## config.mk

```make
export PLATFORM = sky130hd
export DESIGN_NAME = banked_scratchpad_ctrl_flat
export DESIGN_NICKNAME = d
export VERILOG_FILES = /design/src/rtl/banked_scratchpad_ctrl_if.sv /design/src/rtl/banked_scratchpad_ctrl.sv /design/src/flat_wrapper.sv
export SDC_FILE = /design/constraint.sdc
export NUM_CORES = 2
export LEC_CHECK = 0
export BUFFER_PORTS_ARGS = -buffer_cell sky130_fd_sc_hd__buf_2
export CORE_UTILIZATION = 50
export DETAILED_ROUTE_END_ITERATION = 8
export PLACE_DENSITY_LB_ADDON = 0.12
export RECOVER_POWER = 100
export SLEW_MARGIN = 20
export SYNTH_ARGS = -nofsm -noshare
export SYNTH_HDL_FRONTEND = slang
export SYNTH_SLANG_ARGS = --single-unit
```

## constraint.sdc

```tcl
create_clock -name in_clk -period 7.4 [get_ports in_clk]
set_input_delay 1.48 -clock in_clk [delete_from_list [all_inputs] [get_ports in_clk]]
set_output_delay 1.48 -clock in_clk [all_outputs]
set_load 0.05 [all_outputs]
```

## src/rtl/banked_scratchpad_ctrl_if.sv

```systemverilog
// Request/response bundle for banked_scratchpad_ctrl. The master drives the
// read/write request fields, and the slave (the scratchpad) returns the data.

// Handshake: a read is taken on a rising edge where out_ready and in_re are
// both high, and a write on one where out_ready and in_we are both high. There
// is no back-pressure once out_ready is high. out_rvalid is a one-cycle pulse,
// raised on the edge after each accepted read. out_data holds its value
// between pulses.
interface banked_scratchpad_ctrl_if #(
  parameter int DATA_W    = 128,
  parameter int ADDR_BITS = 4
);
  logic                    in_re;
  logic [ADDR_BITS-1:0]    in_raddr;
  logic                    in_we;
  logic [ADDR_BITS-1:0]    in_waddr;
  logic [DATA_W/8-1:0]     in_wstrb;
  logic [DATA_W-1:0]       in_data;
  logic [DATA_W-1:0]       out_data;
  logic                    out_rvalid;
  logic                    out_ready;

  modport master (
    output in_re, in_raddr, in_we, in_waddr, in_wstrb, in_data,
    input  out_data, out_rvalid, out_ready
  );

  modport slave (
    input  in_re, in_raddr, in_we, in_waddr, in_wstrb, in_data,
    output out_data, out_rvalid, out_ready
  );
endinterface

```

## src/rtl/banked_scratchpad_ctrl.sv

```systemverilog
// Scratchpad with a registered read port, byte-strobed writes and a zero-fill INIT sequencer after reset.
// Define SPAD_WR_BYPASS_EN to forward a same-cycle, same-address write into the read result.
module banked_scratchpad_ctrl #(
  parameter int DATA_W    = 128,
  parameter int ADDR_BITS = 4,
  parameter int DEPTH     = 16
) (
  input  logic                     in_clk,
  input  logic                     in_rst,
  banked_scratchpad_ctrl_if.slave  bus,
  output logic                     dbg_state
);

  localparam int                   STRB_W  = DATA_W / 8;
  localparam logic [ADDR_BITS:0]   DEPTH_C = (ADDR_BITS + 1)'(DEPTH);
  localparam logic [ADDR_BITS:0]   ONE_C   = (ADDR_BITS + 1)'(1);

  typedef enum logic {
    ST_INIT = 1'b0,
    ST_RUN  = 1'b1
  } state_t;

  state_t                 state_q;
  state_t                 state_d;
  logic [ADDR_BITS:0]     clr_addr_q;
  logic [ADDR_BITS:0]     clr_addr_d;
  logic                   clr_we;

  logic [DATA_W-1:0]      mem [0:DEPTH-1];

  logic                   run;
  logic                   rd_in_range;
  logic                   wr_in_range;
  logic                   rd_accept;
  logic                   wr_accept;
  logic [DATA_W-1:0]      rd_old;
  logic [DATA_W-1:0]      rd_word;
  logic [DATA_W-1:0]      wr_word;
  logic [DATA_W-1:0]      rdata_q;
  logic                   rvalid_q;

  function automatic logic [DATA_W-1:0] merge_bytes(
    input logic [DATA_W-1:0] old_w,
    input logic [DATA_W-1:0] new_w,
    input logic [STRB_W-1:0] strb
  );
    logic [DATA_W-1:0] res;
    res = old_w;
    for (int i = 0; i < STRB_W; i++) begin
      if (strb[i]) res[8*i +: 8] = new_w[8*i +: 8];
    end
    return res;
  endfunction

  // clr_addr counts one past the last entry, so the hand-over to RUN takes
  // its own edge after entry DEPTH-1 is cleared.
  always_comb begin
    state_d    = state_q;
    clr_addr_d = clr_addr_q;
    clr_we     = 1'b0;
    case (state_q)
      ST_INIT: begin
        if (clr_addr_q == DEPTH_C) begin
          state_d = ST_RUN;
        end else begin
          clr_we     = 1'b1;
          clr_addr_d = clr_addr_q + ONE_C;
        end
      end
      ST_RUN: begin
        state_d = ST_RUN;
      end
      default: begin
        state_d = ST_INIT;
      end
    endcase
  end

  always_ff @(posedge in_clk) begin
    if (in_rst) begin
      state_q    <= ST_INIT;
      clr_addr_q <= '0;
    end else begin
      state_q    <= state_d;
      clr_addr_q <= clr_addr_d;
    end
  end

  assign run         = (state_q == ST_RUN);
  assign rd_in_range = ({1'b0, bus.in_raddr} < DEPTH_C);
  assign wr_in_range = ({1'b0, bus.in_waddr} < DEPTH_C);
  assign rd_accept   = run && bus.in_re;
  assign wr_accept   = run && bus.in_we && wr_in_range;

  // Out-of-range reads still complete, but they return zero.
  assign rd_old  = rd_in_range ? mem[bus.in_raddr] : '0;
  assign wr_word = merge_bytes(mem[bus.in_waddr], bus.in_data, bus.in_wstrb);

  always_comb begin
    rd_word = rd_old;
`ifdef SPAD_WR_BYPASS_EN
    if (wr_accept && (bus.in_waddr == bus.in_raddr)) begin
      rd_word = wr_word;
    end
`endif
  end

  // Storage is not reset directly; the INIT sweep zeroes it instead.
  always_ff @(posedge in_clk) begin
    if (!in_rst) begin
      if (clr_we) begin
        mem[clr_addr_q[ADDR_BITS-1:0]] <= '0;
      end
      if (wr_accept) begin
        mem[bus.in_waddr] <= wr_word;
      end
    end
  end

  always_ff @(posedge in_clk) begin
    if (in_rst) begin
      rdata_q  <= '0;
      rvalid_q <= 1'b0;
    end else begin
      rvalid_q <= rd_accept;
      if (rd_accept) begin
        rdata_q <= rd_word;
      end
    end
  end

  assign bus.out_data   = rdata_q;
  assign bus.out_rvalid = rvalid_q;
  assign bus.out_ready  = run;
  assign dbg_state      = run;

endmodule
```

## src/flat_wrapper.sv

```systemverilog
// flat-port wrapper written by rule: the top's interface ports become plain ports
module banked_scratchpad_ctrl_flat 
#(
  parameter int DATA_W    = 128,
  parameter int ADDR_BITS = 4,
  parameter int DEPTH     = 16
)
  (in_clk, in_rst, dbg_state, bus_in_re, bus_in_raddr, bus_in_we, bus_in_waddr, bus_in_wstrb, bus_in_data, bus_out_data, bus_out_rvalid, bus_out_ready);
  banked_scratchpad_ctrl_if #(.DATA_W(DATA_W), .ADDR_BITS(ADDR_BITS)) bus_i ();
  input  logic in_clk;
  input  logic in_rst;
  output logic dbg_state;
  input wire logic [$bits(bus_i.in_re)-1:0] bus_in_re;
  input wire logic [$bits(bus_i.in_raddr)-1:0] bus_in_raddr;
  input wire logic [$bits(bus_i.in_we)-1:0] bus_in_we;
  input wire logic [$bits(bus_i.in_waddr)-1:0] bus_in_waddr;
  input wire logic [$bits(bus_i.in_wstrb)-1:0] bus_in_wstrb;
  input wire logic [$bits(bus_i.in_data)-1:0] bus_in_data;
  output wire logic [$bits(bus_i.out_data)-1:0] bus_out_data;
  output wire logic [$bits(bus_i.out_rvalid)-1:0] bus_out_rvalid;
  output wire logic [$bits(bus_i.out_ready)-1:0] bus_out_ready;
  assign bus_i.in_re = bus_in_re;
  assign bus_i.in_raddr = bus_in_raddr;
  assign bus_i.in_we = bus_in_we;
  assign bus_i.in_waddr = bus_in_waddr;
  assign bus_i.in_wstrb = bus_in_wstrb;
  assign bus_i.in_data = bus_in_data;
  assign bus_out_data = bus_i.out_data;
  assign bus_out_rvalid = bus_i.out_rvalid;
  assign bus_out_ready = bus_i.out_ready;
  banked_scratchpad_ctrl #(.DATA_W(DATA_W), .ADDR_BITS(ADDR_BITS), .DEPTH(DEPTH)) u_core (.in_clk(in_clk), .in_rst(in_rst), .bus(bus_i), .dbg_state(dbg_state));
endmodule
```

==> results.py <==
metrics = {
    "worst_setup_path": {
        "ff2ff_path_depth": 5,
        "cp_max_fo": 35,
        "cp.required_ns": 7.83,
        "cp-start-kind": "input pin",
        "cp-end-kind": "flip-flop",
        "criticalPathCategory": "input pin to flip-flop",
        "critical_path_arrival_ns": 6.27,
    },
    "clock_network": {
        "cts_resized": 0,
        "clk_latency_ns": 0.85,
        "clock_path_buffers": 3,
        "clk_pin_slew_ns": 0.06,
        "cts_hold_buf": 0,
        "post-cts-setup-buffers": 0,
        "root_buffer": "clkbuf_16",
        "cts_tree": "done",
        "htree_levels": 4,
        "cts.sinks": 2183,
        "cts_buffers": 215,
    },
    "sta": {
        "worstMarginPinSlew_ns": 3.00,
        "finalSetupTns_ns": 0,
        "drv_slew": 149,
        "slew_headroom_pct": -101,
        "period_minus_slack_ns": 5.84,
        "fmax_mhz": 171,
        "rsz0062_at_grt": "no",
        "timing.final.ws_setup_ns": 1.56,
        "setup_viol": 0,
        "hold_viol_final": 0,
        "fin_skew_ns": 0.0240,
        "finalCritPeriodShare_pct": 78.9,
    },
    "outcome": {
        "violations": "capacitance limit, slew limit",
        "status": "finished, violations left",
    },
    "logic_synthesis": {
        "seq_area_frac_synth_pct": 76.5,
        "ys_top_cells_by_area": "edfxtp_1 73%, mux4_2 14%, dfxtp_1 3.2%, a21oi_1 1.4%, mux2i_1 1.1%",
        "synth_flop_cell": "edfxtp_1",
        "async_flop_share_pct": 0,
        "syn_inst": 4035,
        "avgSynthCellArea_sq_um": 20.8,
        "synth.net_count": 4193,
        "syn_area_sq_um": 83900,
        "synth_edf_count": 2048,
        "yosysTopAreaCellShare_pct": 73.3,
        "ys_ff_latch": 2183,
        "ys_warn_count": 0,
        "netlist.top_cell.by_area": "edfxtp_1",
        "yosysUniqueCellTypes": 41,
    },
    "cells_and_area": {
        "final_nets": 4490,
        "drive_gt1_share_pct": 25.8,
        "fillers": 12487,
        "fin_cells": 6729,
        "final_cell_mix": "2048 x edfxtp_1, 513 x mux4_2, 267 x a21oi_1",
        "area_growth_pct": 12.9,
        "stdcell_area_sq_um": 94800,
        "final_common_cell": "edfxtp_1",
    },
    "drt": {
        "vias": 42913,
        "wirelength_um": 230000,
        "drt-pass1-iter-count": 5,
        "avgViaCountPerCell": 6.38,
        "ant_nets": 0,
        "routedWlPerCell_um": 34.2,
        "drcViolationCount": 0,
        "dr.first_iter.drc_count": 4978,
    },
    "floorplan": {
        "boundaryPins": 287,
        "dieWidth_um": 412,
        "num_rows": 150,
        "start_util_pct": 50.3,
        "die_height_um": 412,
        "core_sq_um": 167000,
        "dieArea_sq_um": 170000,
    },
    "place": {
        "dpl_cell_area_sq_um": 88000,
        "finalWeightedCongestion": 0.799,
        "port_buffers": 286,
        "dpl_worst_slack_ns": 1.91,
        "dp.cells": 6317,
        "place_hpwl_um": 140000,
    },
    "grt": {
        "grt_pass1_vias": 42357,
        "grt_antenna_before_repair": 10,
        "grt_max_degree": 152,
        "grtUsageTotal_pct": 27.3,
        "grt_pass1_wl_um": 322000,
        "grt-ovfl-total": 0,
    },
    "pwr": {
        "ir_drop_mv": 0.254,
        "p_per_area_nw_per_um2": 270,
        "p_leak_uw": 0.0277,
        "power_uw": 25600,
    },
    "min_path": {
        "hp-class": "flip-flop to flip-flop",
        "holdPathStages": 2,
    },
    "flow_run": {
        "maxCapViolCount": 5,
    },
}
==> Yosys cell counts, types with 35 or more instances <==
| library cell | instances |
|---|---|
| edfxtp_1 | 2048 |
| mux4_2 | 513 |
| a21oi_1 | 240 |
| clkbuf_1 | 135 |
| dfxtp_1 | 135 |
| and3_1 | 129 |
| buf_2 | 106 |
| nand2_1 | 97 |
| mux2i_1 | 92 |
| a22oi_1 | 91 |
| o211ai_1 | 91 |
| mux2_2 | 71 |
| nor2_1 | 51 |
| nor3_1 | 47 |
| buf_1 | 35 |
| o22ai_1 | 35 |
==> layer usage <==
metal  vias up  track usage [%]  part of all wire, %
met5         -                0                    0
met2      2060             41.6                   47
met1     23080             40.5                   42
li1      17442                -                    -
met3       331             5.23                  8.6
met4         0             7.44                  2.5
==> worst paths after layout <==
check	endpoint	slack (ns)	start
setup / recovery	u_core.mem[13][62]$_DFFE_PP_	1.56	in_rst
hold / removal	u_core.bus.out_data[17]$_SDFFE_PP0P_	0.47	u_core.bus.out_data[17]$_SDFFE_PP0P_
setup reg to reg	u_core.bus.out_data[9]$_SDFFE_PP0P_	2.01	u_core.bus.out_ready$_SDFF_PP0_
hold reg to reg	u_core.bus.out_data[17]$_SDFFE_PP0P_	0.47	u_core.bus.out_data[17]$_SDFFE_PP0P_
==> power breakdown <==
part | switching (uW) | internal [uW] | total (uW)
clock | 4730 | 6400 | 11100
sequential | 46.1 | 13500 | 13500
combinational | 536 | 372 | 908
==> registers in the layout (all words and copies together), names as in the netlist <==
signal and count:
u_core.mem 2048, u_core.bus.out_data 128, u_core.bus.out_rvalid 1, u_core.bus.out_ready 1, u_core.clr_addr_q 5
==> cells by family after synthesis <==
family          after synthesis  share of synthesized area, %
flops                      2183                          76.5
mux                         676                          15.8
compound gates              510                          3.82
simple gates                369                          2.27
buf+inv                     291                          1.54
xor+xnor                      4                        0.0417
fa+ha+maj                     2                        0.0298
==> critical path, stage by stage <==
cell and delay (ns):
clkbuf_1 0.98, buf_4 0.82, nor3_4 0.06, clkbuf_1 0.71, a21oi_1 1.59, a21oi_1 0.58
==> metrics by stage <==
| step | utilization [%] | hold slack [ns] |
|---|---|---|
| detailed placement | 52.7 | 0.458 |
| finish | 56.8 | 0.471 |
| CTS | 57.0 | 0.472 |
| global placement | 52.7 | 0.451 |
| floorplan | - | 0.472 |
| global route | 56.8 | 0.499 |
==> area by class of cell <==
type / count / area [sq um] / share of cell area (%)
Antenna cell: 4 / 10.0 / 0.0106
Multi-Input combinational cell: 1561 / 18600 / 19.7
Inverter: 2 / 7.51 / 0.00792
Clock inverter: 119 / 1310 / 1.38
Tap cell: 2204 / 2760 / 2.91
Timing Repair Buffer: 369 / 2040 / 2.15
Clock buffer: 287 / 5840 / 6.16
Sequential cell: 2183 / 64200 / 67.7
Power figures use the tool's default switching activity.
